===== src/rtl/ram_wb_pkg.sv =====
// Shared definitions for the two-master RAM Wishbone arbiter: Wishbone B3
// cycle/burst type codes and the arbiter state encoding.
package ram_wb_pkg;

    // Wishbone B3 cycle type identifiers
    typedef enum logic [2:0] {
        CTI_CLASSIC = 3'b000,
        CTI_CONST   = 3'b001,
        CTI_INCR    = 3'b010,
        CTI_EOB     = 3'b111
    } cti_e;

    // Wishbone B3 burst type extensions
    typedef enum logic [1:0] {
        BTE_LINEAR = 2'b00,
        BTE_WRAP4  = 2'b01,
        BTE_WRAP8  = 2'b10,
        BTE_WRAP16 = 2'b11
    } bte_e;

    // Arbiter state: idle, or bus granted to master 0 / master 1
    typedef enum logic [1:0] {
        ARB_IDLE = 2'b00,
        ARB_G0   = 2'b01,
        ARB_G1   = 2'b10
    } arb_state_e;

    // One-hot grant vector for a given arbiter state
    function automatic logic [1:0] state2gnt(input arb_state_e s);
        return {s == ARB_G1, s == ARB_G0};
    endfunction

endpackage


===== src/rtl/ram_wb_arb_rr.sv =====
// Round-robin grant FSM for two Wishbone masters. A grant is held for as
// long as the owner keeps cyc high; on release the other master takes over
// on the next edge with no idle bubble. 'last' remembers the most recent
// owner so simultaneous requests from IDLE alternate. 'rel' forces the
// current owner off the bus (watchdog timeout).
module ram_wb_arb_rr
    import ram_wb_pkg::*;
(
    input  logic       wb_clk_i,
    input  logic       wb_rst_n_i,
    input  logic [1:0] req,
    input  logic       rel,
    output arb_state_e state,
    output logic [1:0] gnt
);

    arb_state_e state_n;
    logic       last;     // 1: m1 owned the bus most recently, so m0 wins a tie
    logic       last_n;

    // State and last-owner registers; reset leaves m0 as the tie winner
    always_ff @(posedge wb_clk_i or negedge wb_rst_n_i) begin
        if (!wb_rst_n_i) begin
            state <= ARB_IDLE;
            last  <= 1'b1;
        end else begin
            state <= state_n;
            last  <= last_n;
        end
    end

    // Next-state: grant on request, hold while cyc, hand over or go idle on release
    always_comb begin
        state_n = state;
        last_n  = last;
        case (state)
            ARB_IDLE: begin
                if (req == 2'b11)  state_n = last ? ARB_G0 : ARB_G1;
                else if (req[0])   state_n = ARB_G0;
                else if (req[1])   state_n = ARB_G1;
            end
            ARB_G0: begin
                if (!req[0] || rel) state_n = req[1] ? ARB_G1 : ARB_IDLE;
            end
            ARB_G1: begin
                if (!req[1] || rel) state_n = req[0] ? ARB_G0 : ARB_IDLE;
            end
            default: state_n = ARB_IDLE;
        endcase
        if (state_n != state) begin
            if (state_n == ARB_G0)      last_n = 1'b0;
            else if (state_n == ARB_G1) last_n = 1'b1;
        end
    end

    assign gnt = state2gnt(state);

endmodule


===== src/rtl/ram_wb_arb2.sv =====
// Two-master Wishbone B3 arbiter in front of the on-chip RAM slave.
// m0 = CPU instruction bus, m1 = data bus / debug. Grant is held for a whole
// bus cycle so bursts reach the slave unbroken; ties alternate round-robin.
// Optional macro RAM_WB_ARB_WATCHDOG_EN adds a stall watchdog that errors
// out a master whose strobe goes unterminated for TO_CYCLES cycles.
module ram_wb_arb2
    import ram_wb_pkg::*;
#(
    parameter int dw        = 32,
    parameter int aw        = 32,
    parameter int TO_CYCLES = 256,
    parameter int TO_W      = 9
) (
    input  logic          wb_clk_i,
    input  logic          wb_rst_n_i,
    // master 0
    input  logic [aw-1:0] m0_adr_i,
    input  logic [dw-1:0] m0_dat_i,
    input  logic [3:0]    m0_sel_i,
    input  logic [2:0]    m0_cti_i,
    input  logic [1:0]    m0_bte_i,
    input  logic          m0_cyc_i,
    input  logic          m0_stb_i,
    input  logic          m0_we_i,
    output logic [dw-1:0] m0_dat_o,
    output logic          m0_ack_o,
    output logic          m0_err_o,
    output logic          m0_rty_o,
    // master 1
    input  logic [aw-1:0] m1_adr_i,
    input  logic [dw-1:0] m1_dat_i,
    input  logic [3:0]    m1_sel_i,
    input  logic [2:0]    m1_cti_i,
    input  logic [1:0]    m1_bte_i,
    input  logic          m1_cyc_i,
    input  logic          m1_stb_i,
    input  logic          m1_we_i,
    output logic [dw-1:0] m1_dat_o,
    output logic          m1_ack_o,
    output logic          m1_err_o,
    output logic          m1_rty_o,
    // slave
    output logic [aw-1:0] s_adr_o,
    output logic [dw-1:0] s_dat_o,
    output logic [3:0]    s_sel_o,
    output logic [2:0]    s_cti_o,
    output logic [1:0]    s_bte_o,
    output logic          s_cyc_o,
    output logic          s_stb_o,
    output logic          s_we_o,
    input  logic [dw-1:0] s_dat_i,
    input  logic          s_ack_i,
    input  logic          s_err_i,
    input  logic          s_rty_i,
    // debug / perf
    output logic [1:0]    gnt_o
);

    // The watchdog counter must be able to hold TO_CYCLES
    if ((1 << TO_W) <= TO_CYCLES) begin : g_bad_to_w
        $error("ram_wb_arb2: TO_W too narrow for TO_CYCLES");
    end

    arb_state_e state;
    logic [1:0] gnt;
    logic       sel_m1;   // data-path select; IDLE routes m0 through
    logic       cyc_g;    // cyc of the granted master (0 in IDLE)
    logic       stb_g;    // stb of the granted master (0 in IDLE)
    logic       term;
    logic       wd_hit;   // watchdog fires this cycle

    ram_wb_arb_rr u_rr (
        .wb_clk_i   (wb_clk_i),
        .wb_rst_n_i (wb_rst_n_i),
        .req        ({m1_cyc_i, m0_cyc_i}),
        .rel        (wd_hit),
        .state      (state),
        .gnt        (gnt)
    );

    assign sel_m1 = (state == ARB_G1);
    assign cyc_g  = (gnt[0] & m0_cyc_i) | (gnt[1] & m1_cyc_i);
    assign stb_g  = (gnt[0] & m0_stb_i) | (gnt[1] & m1_stb_i);
    assign term   = s_ack_i | s_err_i | s_rty_i;

`ifdef RAM_WB_ARB_WATCHDOG_EN
    logic [TO_W-1:0] wd_cnt;

    // Fires on the TO_CYCLES-th consecutive unterminated strobe cycle
    assign wd_hit = stb_g & ~term & (wd_cnt == TO_W'(TO_CYCLES - 1));

    // Stall counter: runs on unterminated strobes, cleared by termination,
    // by the owner releasing cyc (grant change), in IDLE, and after firing
    always_ff @(posedge wb_clk_i or negedge wb_rst_n_i) begin
        if (!wb_rst_n_i)                   wd_cnt <= '0;
        else if (!cyc_g || term || wd_hit) wd_cnt <= '0;
        else if (stb_g)                    wd_cnt <= wd_cnt + 1'b1;
    end
`else
    assign wd_hit = 1'b0;
`endif

    // Request path: data follows the grant, controls are killed in IDLE
    // and during a watchdog hit so the slave sees the cycle end
    assign s_adr_o = sel_m1 ? m1_adr_i : m0_adr_i;
    assign s_dat_o = sel_m1 ? m1_dat_i : m0_dat_i;
    assign s_sel_o = sel_m1 ? m1_sel_i : m0_sel_i;
    assign s_cti_o = sel_m1 ? m1_cti_i : m0_cti_i;
    assign s_bte_o = sel_m1 ? m1_bte_i : m0_bte_i;
    assign s_we_o  = sel_m1 ? m1_we_i  : m0_we_i;
    assign s_cyc_o = cyc_g & ~wd_hit;
    assign s_stb_o = stb_g & ~wd_hit;

    // Return path: terminations only to the owner, read data broadcast
    assign m0_ack_o = gnt[0] & s_ack_i;
    assign m0_err_o = gnt[0] & (s_err_i | wd_hit);
    assign m0_rty_o = gnt[0] & s_rty_i;
    assign m1_ack_o = gnt[1] & s_ack_i;
    assign m1_err_o = gnt[1] & (s_err_i | wd_hit);
    assign m1_rty_o = gnt[1] & s_rty_i;
    assign m0_dat_o = s_dat_i;
    assign m1_dat_o = s_dat_i;

    assign gnt_o = gnt;

endmodule

===== config.mk =====
export PLATFORM = sky130hd
export DESIGN_NAME = ram_wb_arb2
export DESIGN_NICKNAME = d
export VERILOG_FILES = /design/src/rtl/ram_wb_pkg.sv /design/src/rtl/ram_wb_arb_rr.sv /design/src/rtl/ram_wb_arb2.sv
export SDC_FILE = /design/constraint.sdc
export NUM_CORES = 1
export LEC_CHECK = 0
export ABC_CLOCK_PERIOD_IN_PS = 3000
export BUFFER_PORTS_ARGS = -buffer_cell sky130_fd_sc_hd__clkbuf_2
export CAP_MARGIN = 20
export CORE_AREA = 2 2 131 133
export CTS_BUF_LIST = sky130_fd_sc_hd__clkbuf_4 sky130_fd_sc_hd__clkbuf_8 sky130_fd_sc_hd__clkbuf_16
export CTS_CLUSTER_SIZE = 10
export DETAILED_ROUTE_END_ITERATION = 8
export DIE_AREA = 0 0 133 135
export GPL_TIMING_DRIVEN = 0
export PLACE_DENSITY = 0.36
export SLEW_MARGIN = 40
export SYNTH_ARGS = -nofsm -noshare
export SYNTH_HDL_FRONTEND = slang
export SYNTH_SLANG_ARGS = --single-unit
export TNS_END_PERCENT = 20

===== constraint.sdc =====
create_clock -name wb_clk_i -period 3 [get_ports wb_clk_i]
set_clock_uncertainty 0.15 [all_clocks]
set_input_delay 0.3 -clock wb_clk_i [delete_from_list [all_inputs] [get_ports wb_clk_i]]
set_output_delay 0.3 -clock wb_clk_i [all_outputs]
set_load 0.005 [all_outputs]

==> results.toml <==
[status]
status = "finished, final reports clean"

[clocking]
postCtsHoldBufs = 1
insertion_delay_ns = 0.22
cts_tree = "built"
clockRootBuffer = "clkbuf_16"
htree_levels = 1
post_cts_resized = 0
post-cts-setup-buffer-count = 0
cts_buffers = 3
cts_buffer_depth = 2
clock-sinks = 3
cts.clk_slew.worst_paths_ns = 0.03

[floorplan]
num_io_pins = 337
die_h_um = 135
start_util_pct = 10.2
dieArea_mm2 = 0.0180
core_mm2 = 0.0164
die_x_um = 133
row_count = 47

[sta]
rsz0062_at_grt = "false"
final_hold_viol_count = 0
setup_tns_ns = 0
max-slew-margin-rel_pct = 68.6
max_freq_mhz = 467
period_share_pct = 71.4
final.min_clock_period_ns = 2.14
drv_slew = 0
whs_ns = 0.253
setup_violations = 0
worst_slew_pin_slew_ns = 0.467

[logic_synthesis]
synthMuxAreaShare_pct = 50.4
syn_inst = 175
synth_simple_gate_area_share_pct = 4.72
synthXorXnorAreaFrac_pct = 0
syn-num-nets = 365
yosysWarnings = 0
synth_top_family_by_area = "multiplexers"
ys_seq_area_share_pct = 4.57
synth.area.top_cells = "mux2_2 (44%), buf_4 (30%), buf_6 (5.4%), mux2_1 (5.4%), dfrtp_1 (3.0%)"
yosysTopAreaCell = "mux2_2"
synth_compound_area_share_pct = 4.04
synth_fa_ha_area_share_pct = 0.749
synth.distinct_cells = 21
syn_area_per_cell_um2 = 9.55
netlist_area_mm2 = 0.00167
yosys.area.top_type_share_pct = 44.5
ys_ff_latch = 3

[detailed_routing]
initialDrtViolationCount = 16
antenna_left = 0
wl_per_cell_um = 11.2
via_per_inst = 3.31
postRouteWirelength_um = 7860
vias = 2330
route.detailed.drc = 0
firstDrtPassIters = 4

[layout]
drive_gt1_share_pct = 93.0
multi_input_area_mm2 = 0.00100
final_cell_area_mm2 = 0.00356
diodes = 0
fin_cells = 704
final_nets = 675
layout_commonest_cell = "clkbuf_2"
layout_common_cells = "clkbuf_2 (304), buf_4 (66), mux2_2 (66), buf_6 (8), mux2_1 (8)"
seq_area_um2 = 76.3
nFillCells = 1830
synthToLayoutAreaGrowth_pct = 113

[worst_setup_path]
cp-start-kind = "flop"
crit_arrival_ns = 1.69
critPathMaxFanout = 10
crit_required_ns = 2.55
cp-end-kind = "output pin"
r2r_cells = 6
critical_path_class = "reg2out"

[pwr]
p_leak_nw = 2.07
p_total_w = 0.00108
ir_drop_uv = 172
power.density_mw_per_mm2 = 304

[global_route]
antenna_found_initial = 0
grt-ovfl-total = 0
grt_pass1_vias = 2221
grt_max_degree = 11
gr-usage-all-layers_pct = 7.44
grt_pass1_wl_um = 11100

[job]
drv_cap = 0

[place]
dpl.hpwl_um = 7330
dp_cells = 699
placed_area_mm2 = 0.00347
place_congestion = 0.728
io_buffers = 304

[min_path]
hold_path_depth = 2
hold_path.class = "in2reg"
==> state kept, by name, indices dropped and copies added (netlist names) <==
signal      cells
u_rr.state      2
u_rr.last       1
==> power breakdown <==
part	switching [W]	internal (W)	leakage [nW]
Sequential	0.0000140	0.0000580	0.0357
Clock	0.0000353	0.000184	0.0416
Combinational	0.000303	0.000487	1.99
Total	0.000352	0.000729	2.07
==> worst paths after layout <==
check                         startpoint            end  slack, ns
min                             m1_cyc_i  u_rr.state[1]       0.25
max reg2reg                u_rr.state[0]      u_rr.last       1.21
max                        u_rr.state[1]     s_bte_o[0]       0.86
max in group asynchronous     wb_rst_n_i      u_rr.last       2.24
min reg2reg                    u_rr.last      u_rr.last       0.33
min in group asynchronous     wb_rst_n_i  u_rr.state[0]       0.26
==> metal layers <==
metal  share of wire, %  track usage, %  up-vias
li1                   -               -     1157
met2                 57            16.0      140
met5                  0               0        -
met1                 34            7.61     1031
met3                8.1            1.05        2
met4               0.34            1.02        0
==> area by class of cell <==
cell class	instances	area share, %
timing repair buffer	305	43.0
multi-input combinational	96	28.1
buffer	74	16.4
tap	220	7.73
clock buffer	4	2.32
sequential	3	2.14
inverter	2	0.211
==> worst max-delay path: stages, from the launching register on <==
cell and delay [ns]:
dfrtp_1 0.42, nor2b_1 0.18, buf_6 0.20, buf_4 0.21
mux2_1 0.34, clkbuf_2 0.12
==> kinds of logic after synthesis <==
logic type	after synthesis
buffers and inverters	76
multiplexers	75
AND/OR/NAND/NOR	13
AO/OA/AOI/OAI	7
flip-flops	3
adder cells (fa/ha/maj)	1
==> Yosys cell counts <==
library cell	n
a21o_1	1
dfrtp_1	2
dfstp_2	1
a22o_1	1
a2111oi_4	1
a21oi_1	1
o21a_1	1
and3b_1	1
mux2_2	66
buf_4	66
ha_1	1
and2_1	7
mux2_1	8
nor2_1	2
o21ai_0	1
nor4_1	1
buf_6	8
mux2i_1	1
nor2b_1	2
o22ai_1	1
inv_1	2
==> through the flow <==
step / util, % / worst slack [ns]
after floorplan: - / 1.32
after global placement: 21.1 / 1.05
after detailed placement: 21.1 / 1.05
after CTS: 21.7 / 0.810
after global routing: 21.7 / 0.710
final: 21.7 / 0.857
(Power assumes the default switching activity.)
